### config.mk
export PLATFORM = sky130hd
export DESIGN_NAME = vga_fb_arbiter
export DESIGN_NICKNAME = d
export VERILOG_FILES = /design/src/rtl/vga_fb_arbiter.sv
export SDC_FILE = /design/constraint.sdc
export NUM_CORES = 1
export LEC_CHECK = 0
export CORE_MARGIN = 2
export CORE_UTILIZATION = 43
export DETAILED_ROUTE_END_ITERATION = 7
export PLACE_DENSITY = 0.65
export SKIP_CTS_REPAIR_TIMING = 1
export SLEW_MARGIN = 15
export SYNTH_ARGS = -nofsm -noshare
export SYNTH_HDL_FRONTEND = slang
export SYNTH_SLANG_ARGS = --single-unit
### constraint.sdc
create_clock -name clk -period 2.9 [get_ports clk]
set_clock_uncertainty 0.05 [all_clocks]
set_input_delay 0.435 -clock clk [delete_from_list [all_inputs] [get_ports clk]]
set_output_delay 0.435 -clock clk [all_outputs]
set_load 0.02 [all_outputs]
### src/rtl/vga_fb_arbiter.sv
// Frame-buffer arbiter: shares one single-port RAM between the VGA display
// prefetch engine (feeding a small pixel FIFO) and a host read/write port.
module vga_fb_arbiter #(
    parameter int ADDR_W       = 19,
    parameter int FRAME_PIXELS = 307200,
    parameter int FIFO_DEPTH   = 8,
    parameter int LOW_WM       = 2
) (
    input  logic              clk,
    input  logic              reset,
    input  logic              frame_start,
    input  logic              pix_req,
    output logic [7:0]        pix_data,
    output logic              pix_valid,
    output logic              underflow,
    input  logic              host_req,
    input  logic              host_we,
    input  logic [ADDR_W-1:0] host_addr,
    input  logic [7:0]        host_wdata,
    output logic              host_ack,
    output logic [7:0]        host_rdata,
    output logic [ADDR_W-1:0] mem_addr,
    output logic              mem_we,
    output logic [7:0]        mem_wdata,
    input  logic [7:0]        mem_rdata
);

    localparam int PTR_W = $clog2(FIFO_DEPTH);
    localparam int OCC_W = PTR_W + 2;

    typedef enum logic [1:0] {H_IDLE, H_ISSUE, H_RDWAIT} h_state_e;

    h_state_e          h_state_q, h_state_d;
    logic              run_q;
    logic [ADDR_W-1:0] fetch_addr_q;
    logic              dsp_p1_q, dsp_p2_q;   // display read presented / data returning
    logic [7:0]        fifo_mem [FIFO_DEPTH];
    logic [PTR_W-1:0]  wr_ptr_q, rd_ptr_q;
    logic [PTR_W:0]    level_q;
    logic [ADDR_W-1:0] mem_addr_q;
    logic              mem_we_q;
    logic [7:0]        mem_wdata_q;
    logic [7:0]        pix_data_q;
    logic              pix_valid_q, underflow_q;
    logic [7:0]        host_rdata_q;

    logic [OCC_W-1:0]  occ;
    logic              fifo_empty, disp_elig, host_ok, gnt_disp, gnt_host, push, pop;

    // Arbitration: urgent display beats host, host beats non-urgent display.
    always_comb begin
        occ        = OCC_W'(level_q) + OCC_W'(dsp_p1_q) + OCC_W'(dsp_p2_q);
        fifo_empty = (level_q == '0);
        disp_elig  = run_q && !frame_start
                     && (fetch_addr_q < ADDR_W'(FRAME_PIXELS))
                     && (occ < OCC_W'(FIFO_DEPTH));
        host_ok    = host_req && (h_state_q == H_IDLE);
        gnt_disp   = disp_elig && ((occ < OCC_W'(LOW_WM)) || !host_ok);
        gnt_host   = host_ok && !gnt_disp;
        // Stale returns are dropped by clearing the read pipe on frame_start.
        push       = dsp_p2_q && !frame_start;
        pop        = pix_req && !fifo_empty && !frame_start;
    end

    // Host transaction FSM: next state and the ack pulse.
    always_comb begin
        h_state_d = h_state_q;
        host_ack  = 1'b0;
        case (h_state_q)
            H_IDLE:   if (gnt_host) h_state_d = H_ISSUE;
            H_ISSUE: begin
                if (mem_we_q) begin
                    host_ack  = 1'b1;
                    h_state_d = H_IDLE;
                end else begin
                    h_state_d = H_RDWAIT;
                end
            end
            H_RDWAIT: begin
                host_ack  = 1'b1;
                h_state_d = H_IDLE;
            end
            default:  h_state_d = H_IDLE;
        endcase
    end

    // Host state register and read-data holding register.
    always_ff @(posedge clk or negedge reset) begin
        if (!reset) begin
            h_state_q    <= H_IDLE;
            host_rdata_q <= '0;
        end else begin
            h_state_q <= h_state_d;
            if (h_state_q == H_RDWAIT) host_rdata_q <= mem_rdata;
        end
    end

    // Read data goes out in the cycle it returns, then stays held.
    assign host_rdata = (h_state_q == H_RDWAIT) ? mem_rdata : host_rdata_q;

    // Registered RAM command: one op per cycle, address holds when idle.
    always_ff @(posedge clk or negedge reset) begin
        if (!reset) begin
            mem_addr_q  <= '0;
            mem_we_q    <= 1'b0;
            mem_wdata_q <= '0;
        end else if (gnt_disp) begin
            mem_addr_q <= fetch_addr_q;
            mem_we_q   <= 1'b0;
        end else if (gnt_host) begin
            mem_addr_q  <= host_addr;
            mem_we_q    <= host_we;
            mem_wdata_q <= host_wdata;
        end else begin
            mem_we_q <= 1'b0;
        end
    end

    // Prefetch engine: run flag, fetch address and in-flight read tracking.
    always_ff @(posedge clk or negedge reset) begin
        if (!reset) begin
            run_q        <= 1'b0;
            fetch_addr_q <= '0;
            dsp_p1_q     <= 1'b0;
            dsp_p2_q     <= 1'b0;
        end else if (frame_start) begin
            run_q        <= 1'b1;
            fetch_addr_q <= '0;
            dsp_p1_q     <= 1'b0;
            dsp_p2_q     <= 1'b0;
        end else begin
            dsp_p1_q <= gnt_disp;
            dsp_p2_q <= dsp_p1_q;
            if (gnt_disp) fetch_addr_q <= fetch_addr_q + 1'b1;
        end
    end

    // Pixel FIFO pointers and level; frame_start flushes.
    always_ff @(posedge clk or negedge reset) begin
        if (!reset) begin
            wr_ptr_q <= '0;
            rd_ptr_q <= '0;
            level_q  <= '0;
        end else if (frame_start) begin
            wr_ptr_q <= '0;
            rd_ptr_q <= '0;
            level_q  <= '0;
        end else begin
            if (push) wr_ptr_q <= wr_ptr_q + 1'b1;
            if (pop)  rd_ptr_q <= rd_ptr_q + 1'b1;
            if (push && !pop)      level_q <= level_q + 1'b1;
            else if (pop && !push) level_q <= level_q - 1'b1;
        end
    end

    // Pixel FIFO storage.
    always_ff @(posedge clk) begin
        if (push) fifo_mem[wr_ptr_q] <= mem_rdata;
    end

    // Pixel output stage and sticky underflow flag.
    always_ff @(posedge clk or negedge reset) begin
        if (!reset) begin
            pix_data_q  <= '0;
            pix_valid_q <= 1'b0;
            underflow_q <= 1'b0;
        end else begin
            pix_valid_q <= pix_req && !frame_start;
            if (pop)                           pix_data_q <= fifo_mem[rd_ptr_q];
            else if (pix_req && !frame_start)  pix_data_q <= 8'h00;
            if (frame_start)                   underflow_q <= 1'b0;
            else if (pix_req && fifo_empty)    underflow_q <= 1'b1;
        end
    end

    assign mem_addr  = mem_addr_q;
    assign mem_we    = mem_we_q;
    assign mem_wdata = mem_wdata_q;
    assign pix_data  = pix_data_q;
    assign pix_valid = pix_valid_q;
    assign underflow = underflow_q;

endmodule

## Word level (Yosys, flattened, before mapping)

Memories as Yosys holds them, arrays and structs flattened.
Cells that the tools add are included.

| operators by class | value |
|---|---|
| add/sub/neg operators | 7 |
| magnitude comparators | 3 |
| equal/unequal tests | 3 |
| multiplexer cells | 27 |
| bitwise gates (word level) | 1 |
| reductions and logical operators | 30 |

Operator list:

| kind | number |
|---|---|
| 19-bit 2-to-1 mux | 4 |
| 8-bit 2-to-1 mux | 3 |
| 19-bit by 1-bit adder with 19-bit output, second input constant | 1 |
| 19-bit < comparator, second input constant | 1 |
| 1-bit logical AND | 13 |
| 3-bit 2-to-1 mux | 4 |
| 4-bit 2-to-1 mux | 3 |
| 2-bit nonzero test | 6 |
| 1-bit 2-to-1 mux | 9 |
| 3-bit by 1-bit adder with 3-bit output, second input constant | 2 |
| 1-bit logical NOT | 6 |
| 4-bit by 1-bit adder with 5-bit output | 1 |
| 5-bit by 1-bit adder with 5-bit output | 1 |
| 5-bit by 2-bit < comparator with 1-bit output, second input constant | 1 |
| 5-bit by 4-bit < comparator with 1-bit output, second input constant | 1 |
| 4-bit by 1-bit adder with 4-bit output, second input constant | 1 |
| 4-bit logical NOT | 1 |
| 2-bit 2-to-1 mux | 2 |
| 2-bit one-hot mux with 2 select lines | 1 |
| 4-bit by 1-bit subtractor with 4-bit output, second input constant | 1 |
| 3-bit nonzero test | 1 |
| 2-bit by 1-bit == test with 1-bit output, second input constant | 1 |
| 2-bit == test, second input constant | 1 |
| 2-bit logical NOT | 1 |
| other kinds (5) | 5 |

| storage, ports and cells | value |
|---|---|
| register bits | 80 |
| RAM bits | 64 |
| output and inout port bits | 47 |
| word-level logic and storage cells | 87 |
| memories | 1 |

Memory list:

| name | depth | width | read ports | clocked after memory_dff | wr ports | RTL line | source |
|---|---|---|---|---|---|---|---|
| fifo_mem | 8 | 8 | 1 | 0 | 1 | 37 | `logic [7:0] fifo_mem [FIFO_DEPTH];` |

## Depth between registers and ports, before layout

| depth | value |
|---|---|
| word-level depth | 9 |
| gate-level depth with buffers | 11 |
| gate-level depth less buffers | 9 |

## Worst setup path before layout

No wires, ideal clock.

| timing | value |
|---|---|
| kind | register -> register |
| from | reg level_q[0] |
| to | reg fetch_addr_q[11] |
| setup time | 125 ps |
| arrival | 2311 ps |
| setup slack | 414 ps |
| stages on the path, launching flop included | 10 |
| buffers on the path | 1 |
| period minus slack after synthesis | 2486 ps |
| cell sequence | dfrtp_1 -> ha_1 -> a21o_1 -> ha_1 -> and4b_1 -> a211o_1 -> nand3_2 -> buf_6 -> nor4_1 -> mux2_2 |

| on the way | value |
|---|---|
| cells in the longest elaborated chain, start to end | 6 |
| elaborated cells on any way between the ends | 8 |
| classes of those cells | add/sub (2); order compare (2); reduce/logical (4) |

RTL lines:

| item | RTL line | source |
|---|---|---|
| from (decl) | 39 | `logic [PTR_W:0] level_q;` |
| from (signal assigned) | 151 | `if (push && !pop) level_q <= level_q + 1'b1;` |
| from (signal assigned) | 152 | `else if (pop && !push) level_q <= level_q - 1'b1;` |
| 4-bit by 1-bit adder with 5-bit output (*) | 52 | `occ = OCC_W'(level_q) + OCC_W'(dsp_p1_q) + OCC_W'(dsp_p2_q);` |
| 5-bit by 1-bit adder with 5-bit output (*) | 52 |  |
| 5-bit by 4-bit < comparator with 1-bit output / 5-bit by 2-bit < comparator with 1-bit output (equally long branches) | 56, 58 |  |
| 1-bit logical AND / 1-bit logical OR (equally long branches) | 56, 58 |  |
| 1-bit logical AND (*) | 58 | `gnt_disp = disp_elig && ((occ < OCC_W'(LOW_WM)) \|\| !host_ok);` |
| 2-bit nonzero test (no source line) (*) | - |  |
| to (signal assigned) | 134 | `if (gnt_disp) fetch_addr_q <= fetch_addr_q + 1'b1;` |
| to (decl) | 35 | `logic [ADDR_W-1:0] fetch_addr_q;` |

Every way passes the cells marked *; elsewhere a longest branch is shown, timed or not.
A chain may end at the register's enable or synchronous reset.

## Worst setup path in the final report

| timing | value |
|---|---|
| from | reg h_state_q[0] |
| to | out host_rdata[6] |

| on the way | value |
|---|---|
| cells in the longest elaborated chain, start to end | 2 |

RTL lines:

| item | RTL line | source |
|---|---|---|
| from (decl) | 33 | `h_state_e h_state_q, h_state_d;` |
| from (signal assigned) | 93 | `h_state_q <= h_state_d;` |
| 2-bit == test | 99 | `assign host_rdata = (h_state_q == H_RDWAIT) ? mem_rdata : host_rdata_q;` |
| 8-bit 2-to-1 mux | - |  |
| to (decl) | 21 | `output logic [7:0] host_rdata,` |

Every way passes these cells.

==> metrics.md <==
| Metric | Value |
|---|---|
| Max clock buf depth | 2 |
| Vias | 4036 |
| Via density | 5.389 |
| Max_slew headroom | 0.3330 |
| # IOs | 88 |
| Inserted Clock Buffers | 17 |
| Initial Util | 0.4426 |
| Core area | 13930 sq um |
| Total Nets Final | 608 |
| Die area | 15320 sq um |
| Crit path buffers/inverters | 2 |
| Initial antenna violation count | 0 |
| Crit-path cells | inv_1 > ha_2 > mux2_2 > clkdlybuf4s50_1 |
| Layout cells sized above 1 | 0.1845 |
| Async set-reset flop share out of synthesis | 0.5556 |
| Worst reg-to-reg path cell count | 8 |
| CP arrival | 2.19 ns |
| Sum Neg Setup Slack | 0 ns |
| Dpl ws | 0.1128 ns |
| Slew at the pin closest to its max-slew limit | 1.001 ns |
| Top post-synthesis cells by count | dfrtp_1 (80), edfxtp_1 (64), nand2_1 (55) |
| Max-cap violations | 0 |
| Htree depth | 4 |
| Vias in the first global route | 4208 |
| Total GRT Usage | 0.1859 |
| Largest net degree at the start of global routing | 81 |
| Syn Inst Count | 452 |
| Initial DRC count | 248 |
| Period minus WS final | 2.670 ns |
| Antenna diodes | 0 |
| WL/cell | 17.14 microns |
| First drt pass iteration count | 4 |
| Clock Root Buffer | clkbuf_16 |
| Setup ws final | 0.2298 ns |
| Die Wd | 123.8 microns |
| Synth warn | 0 |
| Final-report max-slew violation count | 0 |
| RR Startpoint | dsp_p2_q$_DFF_PN0_ |
| RSZ-0062 raised after global routing | false |
| Hold_ws | 0.1322 ns |
| Residual DRC | 0 |
| Setup slack, reg-to-reg | 0.26 ns |
| Count leader, synth | dfrtp_1 |
| WL final | 12.84 mm |
| Clk_lat worst skew | 0.42 ns |
| Crit start category | flop |
| WS Path Type | reg -> out |
| Cell row count | 43 |
| Syn-to-layout area delta | 29.05% |
| Top_reg_cell synth | dfrtp_1 |
| CTS tree | done |
| Highest-delay cell along the critical path | clkdlybuf4s50_1 |
| Critical Path RT | 2.41 ns |
| Achievable clock frequency | 374.5 MHz |
| Pwr/cell area | 896.9 nW/um^2 |
| Final setup viols | 0 |
| GRT overflow | 0 |
| FF+latch count, synth | 144 |
| Post-Syn Area | 6167 sq um |
| Worst stage delay on the critical path | 0.57 ns |
| Fillers | 1127 |
| Lkg Pwr | 3.116 nW |
| CP endpoint | host_rdata[6] |
| Sequential share of the synthesized area | 0.6362 |
| Top cell family by delay on the critical path | buffers and inverters |
| Buffers on Ports | 87 |
| Stages on worst setup path | 4 |
| Die height | 123.8 microns |
| Final period utilization | 0.9208 |
| Final Hold Vio Count | 0 |
| Synth top area cells | dfrtp_1 (32%), edfxtp_1 (31%), mux4_2 (5.8%) |
| CP Max Fanout | 9 |
| Dpl hpwl | 8.585 mm |
| Synthesized area per cell | 13.64 sq um |
| Outcome | finished clean |
| Syn_nets | 504 |
| Tightest Hold Check Type | in -> async |
| Synth area leader | dfrtp_1 |
| Post-DRT Antenna Nets | 0 |
| Crit path from | h_state_q[0]$_DFFE_PN0P_ |
| Reg-to-reg endpoint | fetch_addr_q[11]$_DFFE_PN0P_ |
| CTS Sinks | 144 |
| First-pass GRT wire length | 21.21 mm |
| Placer's final routability congestion estimate | 0.7968 |
| Crit. End Element | output port |
| Peak VDD IR | 520.5 uV |
| CTS clk-pin slew, worst paths | 0.06 ns |
| Yosys cell types | 48 |
| Post-synth top area share | 0.3246 |
| EDFF count, synth | 64 |
-- worst register-to-register path, cell delays in order, from the launching register on --
cell and delay (ns):
dfrtp_1 0.38, ha_1 0.31, a21o_1 0.18, ha_1 0.20, xor2_1 0.14, o21ai_0 0.29
nand3_4 0.25, nor4_1 0.37, mux2_2 0.37
-- sequential cells by signal (all words and copies together), names as in the netlist, 2 cells and up --
name / count
fetch_addr_q: 19
wr_ptr_q: 3
level_q: 4
mem_addr: 19
fifo_mem: 64
h_state_q: 2
mem_wdata: 8
pix_data: 8
rd_ptr_q: 3
host_rdata_q: 8
-- routing by layer --
layer  global-route usage  routed length (microns)
met4              0.07457                      196
met1               0.2528                     5866
met5                    0                        0
met3              0.05678                      721
met2               0.2799                     6052
-- placed cells by master (no fill, tap or decap), types with 2 or more instances in the layout --
cell             Yosys  final
a211oi_1             2      2
a21o_1               3      3
a21oi_1             10     10
a32oi_1             19     19
and3_1               3      3
buf_4                0     24
bufinv_16            0      3
clkbuf_16            0     17
clkdlybuf4s50_1      0     86
clkinvlp_4           0      5
dfrtp_1             80     80
edfxtp_1            64     64
ha_1                10      9
inv_1               15     14
inv_6                0      2
inv_8                0      2
mux2_2              21     21
mux2i_1             16     16
mux4_2              16     16
nand2_1             55     55
nand2b_1             3      3
nand3_1              9      9
nand4_1              5      5
nor2_1              18     18
nor2b_1              6      6
nor3_1               6      6
nor4_1              11     11
o21ai_0             16     16
o31ai_1              3      3
or2_2                4      4
or3_1                3      3
or4_1                3      3
xnor2_1              5      5
xor2_1               3      3
-- where the power goes --
group | switching, W | leakage [nW] | internal [W] | total [W]
combinational | 0.00113 | 1.21 | 0.00111 | 0.00224
clock | 0.000864 | 0.283 | 0.00137 | 0.00223
sequential | 0.000214 | 1.62 | 0.00246 | 0.00267
-- through the flow --
stage	instance area, sq um	util	power [W]	std cells
2_1_floorplan	6167	-	0.004023	452
3_3_place_gp	7326	0.5257	0.004890	717
3_5_place_dp	7326	0.5257	0.004937	717
4_1_cts	7936	0.5695	0.007205	749
5_1_grt	7959	0.5712	0.007539	749
6_report	7959	0.5712	0.007139	749
-- worst min-delay path by stage --
stage | end | start | cells after the start
after CTS | mem_addr[11]$_DFFE_PN0P_ | reset | 1
final | mem_addr[7]$_DFFE_PN0P_ | reset | 1
after global placement | pix_data[5]$_DFFE_PN0P_ | pix_data[5]$_DFFE_PN0P_ | 2
after detailed placement | run_q$_DFFE_PN0P_ | run_q$_DFFE_PN0P_ | 1
after floorplan | dsp_p1_q$_DFF_PN0_ | reset | 0
after global routing | mem_addr[7]$_DFFE_PN0P_ | reset | 1
-- logic make-up after synthesis --
family,Yosys count,share of synthesized area
multiplexers,53,0.1227
XOR/XNOR,8,0.01136
buffers and inverters,40,0.02658
AND/OR/NAND/NOR,131,0.1025
adder cells (fa/ha/maj),11,0.02353
flip-flops,144,0.6362
AO/OA/AOI/OAI,65,0.07710
-- cell type report --
cell class | count | area [sq um] | area share
clock buffers | 18 | 429.2 | 0.05392
clock inverters | 14 | 181.4 | 0.02280
inverters | 15 | 56.30 | 0.007074
multi-input cells | 268 | 2102 | 0.2641
flip-flops and latches | 144 | 3924 | 0.4930
well taps | 180 | 225.2 | 0.02830
repair buffers | 110 | 1041 | 0.1308
(Power assumes the default switching activity.)
